### config.mk
export PLATFORM = sky130hd
export DESIGN_NAME = gwas_iter_divider
export DESIGN_NICKNAME = d
export VERILOG_FILES = /design/src/rtl/gwas_div_pkg.sv /design/src/rtl/gwas_div_step.sv /design/src/rtl/gwas_iter_divider.sv
export SDC_FILE = /design/constraint.sdc
export NUM_CORES = 1
export LEC_CHECK = 0
export BUFFER_PORTS_ARGS = -buffer_cell sky130_fd_sc_hd__buf_2
export CAP_MARGIN = 0
export CORE_ASPECT_RATIO = 0.9
export CORE_MARGIN = 2
export CORE_UTILIZATION = 45
export DETAILED_ROUTE_END_ITERATION = 16
export HOLD_SLACK_MARGIN = 0.08
export PLACE_DENSITY = 0.7
export SLEW_MARGIN = 5
export SYNTH_ARGS = -nofsm -noshare
export SYNTH_HDL_FRONTEND = slang
export SYNTH_SLANG_ARGS = --single-unit
export TNS_END_PERCENT = 10
### constraint.sdc
create_clock -name clk -period 4.9 [get_ports clk]
set_clock_uncertainty 0.15 [all_clocks]
set_input_delay 0 -clock clk [delete_from_list [all_inputs] [get_ports clk]]
set_output_delay 0 -clock clk [all_outputs]
set_load 0.05 [all_outputs]
### src/rtl/gwas_div_pkg.sv
// Shared types and sizing helpers for the iterative fixed-point divider.
// GWAS_DIV_ROUND_EN adds one guard iteration for round-half-up quotients.
package gwas_div_pkg;

  typedef enum logic [1:0] {
    IDLE = 2'd0,
    CALC = 2'd1,
    DONE = 2'd2
  } state_t;

`ifdef GWAS_DIV_ROUND_EN
  localparam int GUARD_BITS = 1;
`else
  localparam int GUARD_BITS = 0;
`endif

  // Counter width; never returns 0 so a one-iteration divider still has a bit.
  function automatic int clog2(input int value);
    int result;
    int v;
    result = 0;
    v      = value - 1;
    while (v > 0) begin
      result++;
      v = v >> 1;
    end
    return (result < 1) ? 1 : result;
  endfunction

  function automatic int calc_q_w(input int data_width, input int frac_bits);
    return data_width + frac_bits;
  endfunction

  function automatic int calc_iter(input int data_width, input int frac_bits);
    return calc_q_w(data_width, frac_bits) + GUARD_BITS;
  endfunction

endpackage

### src/rtl/gwas_div_step.sv
// One combinational radix-2 restoring step: shift a dividend bit into the
// partial remainder and subtract the divisor when it fits.
module gwas_div_step #(
  parameter int DATA_WIDTH = 16
) (
  input  logic [DATA_WIDTH-1:0] i_rem,
  input  logic                  i_bit,
  input  logic [DATA_WIDTH-1:0] i_divisor,
  output logic [DATA_WIDTH-1:0] o_rem,
  output logic                  o_qbit
);

  logic [DATA_WIDTH:0]   w_rem_t;
  logic [DATA_WIDTH-1:0] w_diff;

  assign w_rem_t = {i_rem, i_bit};
  // When the subtraction is taken the result is below the divisor, so the
  // low DATA_WIDTH bits of the difference are exact.
  assign w_diff  = w_rem_t[DATA_WIDTH-1:0] - i_divisor;
  assign o_qbit  = (w_rem_t >= {1'b0, i_divisor});
  assign o_rem   = o_qbit ? w_diff : w_rem_t[DATA_WIDTH-1:0];

endmodule

### src/rtl/gwas_iter_divider.sv
// Iterative unsigned fixed-point divider: quotient = floor(a * 2^FRAC_BITS / b).
// Define GWAS_DIV_ROUND_EN for round-half-up quotients via one guard bit.
module gwas_iter_divider
  import gwas_div_pkg::*;
#(
  parameter int DATA_WIDTH = 16,
  parameter int FRAC_BITS  = 16,
  parameter int TAG_WIDTH  = 4
) (
  input  logic                            clk,
  input  logic                            rst,
  input  logic                            in_valid,
  output logic                            in_ready,
  input  logic [DATA_WIDTH-1:0]           in_dividend,
  input  logic [DATA_WIDTH-1:0]           in_divisor,
  input  logic [TAG_WIDTH-1:0]            in_tag,
  output logic                            out_valid,
  input  logic                            out_ready,
  output logic [DATA_WIDTH+FRAC_BITS-1:0] out_quotient,
  output logic [DATA_WIDTH-1:0]           out_remainder,
  output logic                            out_dbz,
  output logic [TAG_WIDTH-1:0]            out_tag,
  output logic                            busy
);

  localparam int Q_W   = calc_q_w(DATA_WIDTH, FRAC_BITS);
  localparam int ITER  = calc_iter(DATA_WIDTH, FRAC_BITS);
  localparam int CNT_W = clog2(ITER);
  localparam logic [CNT_W-1:0] LAST_CNT = CNT_W'(ITER - 1);

  state_t                r_state;
  state_t                w_next_state;

  logic [Q_W-1:0]        r_shift;
  logic [DATA_WIDTH-1:0] r_rem;
  logic [DATA_WIDTH-1:0] r_divisor;
  logic [ITER-1:0]       r_quot;
  logic [CNT_W-1:0]      r_cnt;
  logic [TAG_WIDTH-1:0]  r_tag;
  logic                  r_dbz;

  logic                  r_out_valid;
  logic [Q_W-1:0]        r_out_quotient;
  logic [DATA_WIDTH-1:0] r_out_remainder;
  logic                  r_out_dbz;
  logic [TAG_WIDTH-1:0]  r_out_tag;

  logic                  w_accept;
  logic                  w_div_zero;
  logic                  w_last;
  logic                  w_finalize;
  logic                  w_handshake;
  logic [DATA_WIDTH-1:0] w_step_rem;
  logic                  w_qbit;
  logic [Q_W-1:0]        w_quot_final;
  logic [DATA_WIDTH-1:0] w_rem_final;

  assign w_accept    = in_valid && in_ready;
  assign w_div_zero  = (in_divisor == '0);
  assign w_last      = (r_cnt == LAST_CNT);
  // The first DONE cycle formats the result; out_valid rises on the next edge.
  assign w_finalize  = (r_state == DONE) && !r_out_valid;
  assign w_handshake = r_out_valid && out_ready;

  gwas_div_step #(
    .DATA_WIDTH(DATA_WIDTH)
  ) u_step (
    .i_rem    (r_rem),
    .i_bit    (r_shift[Q_W-1]),
    .i_divisor(r_divisor),
    .o_rem    (w_step_rem),
    .o_qbit   (w_qbit)
  );

  // NOTE: sequential blocks use non-blocking (<=) so every register samples
  // pre-edge values regardless of statement order.
  always_ff @(posedge clk) begin
    if (rst) r_state <= IDLE;
    else     r_state <= w_next_state;
  end

  // NOTE: each always_comb output gets a default first so no path infers a latch.
  always_comb begin
    w_next_state = r_state;
    case (r_state)
      IDLE:    if (w_accept) w_next_state = w_div_zero ? DONE : CALC;
      CALC:    if (w_last) w_next_state = DONE;
      DONE:    if (w_handshake) w_next_state = IDLE;
      default: w_next_state = IDLE;
    endcase
  end

  always_comb begin
    in_ready = 1'b0;
    busy     = 1'b1;
    case (r_state)
      IDLE: begin
        in_ready = 1'b1;
        busy     = 1'b0;
      end
      default: begin
        in_ready = 1'b0;
        busy     = 1'b1;
      end
    endcase
  end

`ifdef GWAS_DIV_ROUND_EN
  logic [DATA_WIDTH-1:0] r_rem_qw;
  logic [Q_W:0]          w_round_sum;

  assign w_round_sum = {1'b0, r_quot[ITER-1:1]} + {{Q_W{1'b0}}, r_quot[0]};
`endif

  // NOTE: datapath registers are not reset; every one is loaded on accept
  // before it is read, and the FSM alone decides validity.
  always_ff @(posedge clk) begin
    if (w_accept) begin
      r_shift   <= Q_W'(in_dividend) << FRAC_BITS;
      r_rem     <= w_div_zero ? in_dividend : '0;
      r_cnt     <= '0;
      r_divisor <= in_divisor;
      r_tag     <= in_tag;
      r_dbz     <= w_div_zero;
    end else if (r_state == CALC) begin
      r_shift <= {r_shift[Q_W-2:0], 1'b0};
      r_rem   <= w_step_rem;
      r_quot  <= {r_quot[ITER-2:0], w_qbit};
      r_cnt   <= r_cnt + 1'b1;
`ifdef GWAS_DIV_ROUND_EN
      // Keep the remainder that belongs to the unrounded Q_W-bit quotient.
      if (r_cnt == CNT_W'(Q_W - 1)) r_rem_qw <= w_step_rem;
`endif
    end
  end

  always_comb begin
    w_quot_final = '1;
    w_rem_final  = r_rem;
    if (!r_dbz) begin
`ifdef GWAS_DIV_ROUND_EN
      w_quot_final = w_round_sum[Q_W] ? '1 : w_round_sum[Q_W-1:0];
      w_rem_final  = r_rem_qw;
`else
      w_quot_final = r_quot;
      w_rem_final  = r_rem;
`endif
    end
  end

  always_ff @(posedge clk) begin
    if (rst) begin
      r_out_valid     <= 1'b0;
      r_out_quotient  <= '0;
      r_out_remainder <= '0;
      r_out_dbz       <= 1'b0;
      r_out_tag       <= '0;
    end else if (w_finalize) begin
      r_out_valid     <= 1'b1;
      r_out_quotient  <= w_quot_final;
      r_out_remainder <= w_rem_final;
      r_out_dbz       <= r_dbz;
      r_out_tag       <= r_tag;
    end else if (w_handshake) begin
      r_out_valid <= 1'b0;
    end
  end

  assign out_valid     = r_out_valid;
  assign out_quotient  = r_out_quotient;
  assign out_remainder = r_out_remainder;
  assign out_dbz       = r_out_dbz;
  assign out_tag       = r_out_tag;

endmodule

==> flow_summary.yaml <==
global_routing:
  gr-total-overflow: 0
  grt_pass1_vias: 4776
  antenna_found_initial: 0
  grt_pass1_wl_mm: 24.14
  busiest_layer: "met2"
  grt_use_met3: 0.05540
  met1_usage: 0.2780
  grt_max_degree: 57
  grt_util_met2: 0.3419
  grt_usage: 0.2121
timing:
  worst_slew_pin_slew_ps: 1125
  rsz0062_at_grt: "no"
  finalCritPeriodShare: 0.6449
  fin_crit_ps: 3160
  tns_ps: 0
  slew_violations: 0
  report.final.setup_viol: 0
  finalHoldViolCount: 0
  hold_slack_ps: 132.7
  slew_headroom: 0.2501
  max_freq_ghz: 0.3165
clock_tree:
  insertion_delay_ps: 420
  clk_path_buf_depth: 2
  htreeDepth: 4
  clkSlewWorstSetupHoldPaths_ps: 70
  root_buffer: "clkbuf_16"
  numCtsBuffers: 17
  cts.repair.resized: 0
  clock-sinks: 146
  tritoncts: "yes"
drt:
  drc_errors: 0
  viasPerCell: 5.446
  post_drt_wl_per_cell_um: 16.09
  antenna_left: 0
  drt_iter0_drc: 524
  routed_wl_mm: 14.81
  drt-pass1-iter-count: 5
  vias: 5010
cells_and_area:
  layout-drive-gt1-share: 0.1862
  fin_util: 0.5810
  final_cell_mix: "nand2_1 (104), buf_2 (95), edfxtp_1 (85), nor3_1 (70), dfxtp_1 (61)"
  num-nets-final: 798
  final_common_cell: "nand2_1"
  synthToLayoutAreaGrowth_pct: 25.29
  antennaDiodeCount: 0
synthesis:
  ys_async_sr_fraction: 0
  avgSynthCellArea_um2: 10.14
  synthCells: 616
  synth_edf_count: 85
  ys_dominant_reg_cell: "edfxtp_1"
  yosys_warnings: 0
  syn-num-nets: 675
  syn_area_um2: 6243
  synth_cell_type_count: 44
  yosysSeqAreaShare: 0.6044
  synth-seq-cells: 146
placement:
  place.gp.congestion: 0.9768
  portBuffers: 95
  hpwl_mm: 9.901
floorplan:
  dieArea_um2: 14830
  dieHeight_um: 115.7
  core_area_um2: 13460
  io_pins: 96
  fp-row-count: 40
  die_w_um: 128.2
  start_util: 0.4638
flow_run:
  max_cap_violations: 0
worst_setup_path:
  crit_path_start_kind: "flop"
  arrival_ps: 3160
  cp_max_fo: 19
  endpoint_kind: "flop"
  cp.required_ps: 4900
  crit_type: "flop to flop"
power:
  power.total_mw: 3.662
  p_leak_nw: 3.179
  powerDensity_nw_per_um2: 468.1
  vdd_drop_max_mv: 0.2831
worst_hold_path:
  hp-class: "input port to flop"
run_status:
  outcome: "complete, no violations"
cell usage after synthesis, types with 2 or more instances:
cell type    n  area share
inv_1       23       0.014
nor3_1      70       0.056
dfxtp_1     61        0.20
or4_1        2      0.0024
o31ai_1      2      0.0024
nand4_1      2      0.0020
mux2i_1      6      0.0096
nand2b_1     9      0.0090
nor2_1      49       0.029
a21oi_1     48       0.038
o311ai_0     2      0.0028
o211ai_1     3      0.0036
ha_1        18       0.036
a221oi_1     2      0.0028
edfxtp_1    85        0.41
a31oi_1      6      0.0060
a2111oi_0    2      0.0028
nor4_1       4      0.0040
nor2b_1      4      0.0040
a21boi_0     2      0.0024
a21o_1       3      0.0036
and3_1       6      0.0060
or2_2        2      0.0020
xnor2_1     10       0.014
or3_1        2      0.0020
o21ai_0     10      0.0080
nand2_1    104       0.063
xor2_1       4      0.0056
a211oi_1     6      0.0072
clkbuf_1    32       0.019
nand3_1     24       0.019
report_power, final:
group          internal, mW  switching, mW
clock                 0.725          0.562
sequential             1.46         0.0877
combinational         0.340          0.491
total                  2.52           1.14
state kept, by name, summed over array words and instances (netlist names):
| name | cells |
|---|---|
| out_quotient | 32 |
| r_quot | 32 |
| out_remainder | 16 |
| r_divisor | 16 |
| r_rem | 16 |
| r_shift | 16 |
| r_cnt | 5 |
| out_tag | 4 |
| r_tag | 4 |
| r_state | 2 |
| out_dbz | 1 |
| out_valid | 1 |
| r_dbz | 1 |
cell type report:
cell class / count / area [um2]
Clock buffer: 17 / 425.4
Multi-Input combinational cell: 412 / 2257
Sequential cell: 146 / 3774
Timing Repair Buffer: 138 / 893.4
Tap cell: 168 / 210.2
Fill cell: 1126 / 5640
Clock inverter: 15 / 172.7
Inverter: 24 / 90.09
timing repair:
item / CTS / global route
endpoints found under the hold margin: 55 / 0
hold buffers: 38 / 0
setup buffers: 0 / 0
critical path: stages (launching register included):
cell	delay (ps)
edfxtp_1	460
ha_1	400
a21oi_1	270
o21ai_0	130
a21oi_1	200
o221a_1	710
inv_2	260
nand2_1	190
o211ai_1	120
logic make-up (layout without fill, tap and decap cells):
logic type      after synthesis  in the layout  synth area share
mux                           6              6          0.009620
simple gates                283            283            0.2048
compound gates               90             90           0.08617
xor+xnor                     14             14           0.01964
flops                       146            146            0.6044
fa+ha+maj                    19             19           0.03928
buf+inv                      58            194           0.03607
final timing paths:
check | slack [ps] | depth (start not counted) | startpoint | to
worst min register to register | 300 | 0 | r_quot[16]$_DFFE_PP_ | r_quot[17]$_DFFE_PP_
worst min-delay path | 130 | 2 | rst | out_dbz$_SDFFE_PP0P_
worst max register to register | 1740 | 8 | r_rem[11]$_DFFE_PP_ | r_rem[13]$_DFFE_PP_
worst max-delay path | 1740 | 8 | r_rem[11]$_DFFE_PP_ | r_rem[13]$_DFFE_PP_
layer usage:
| metal | part of all wire | routed length (um) |
|---|---|---|
| met5 | 0 | 0 |
| met4 | 0.026 | 386 |
| met1 | 0.44 | 6480 |
| met3 | 0.064 | 954 |
| met2 | 0.47 | 6983 |
stage by stage:
stage,area [um2],setup slack (ps),std cells
6_report,7823,1740,920
5_1_grt,7823,1517,920
4_1_cts,7823,1818,920
3_5_place_dp,6844,1820,850
3_3_place_gp,6844,1930,850
2_1_floorplan,6243,1674,616
No activity file was read; power rests on OpenSTA's default activity.
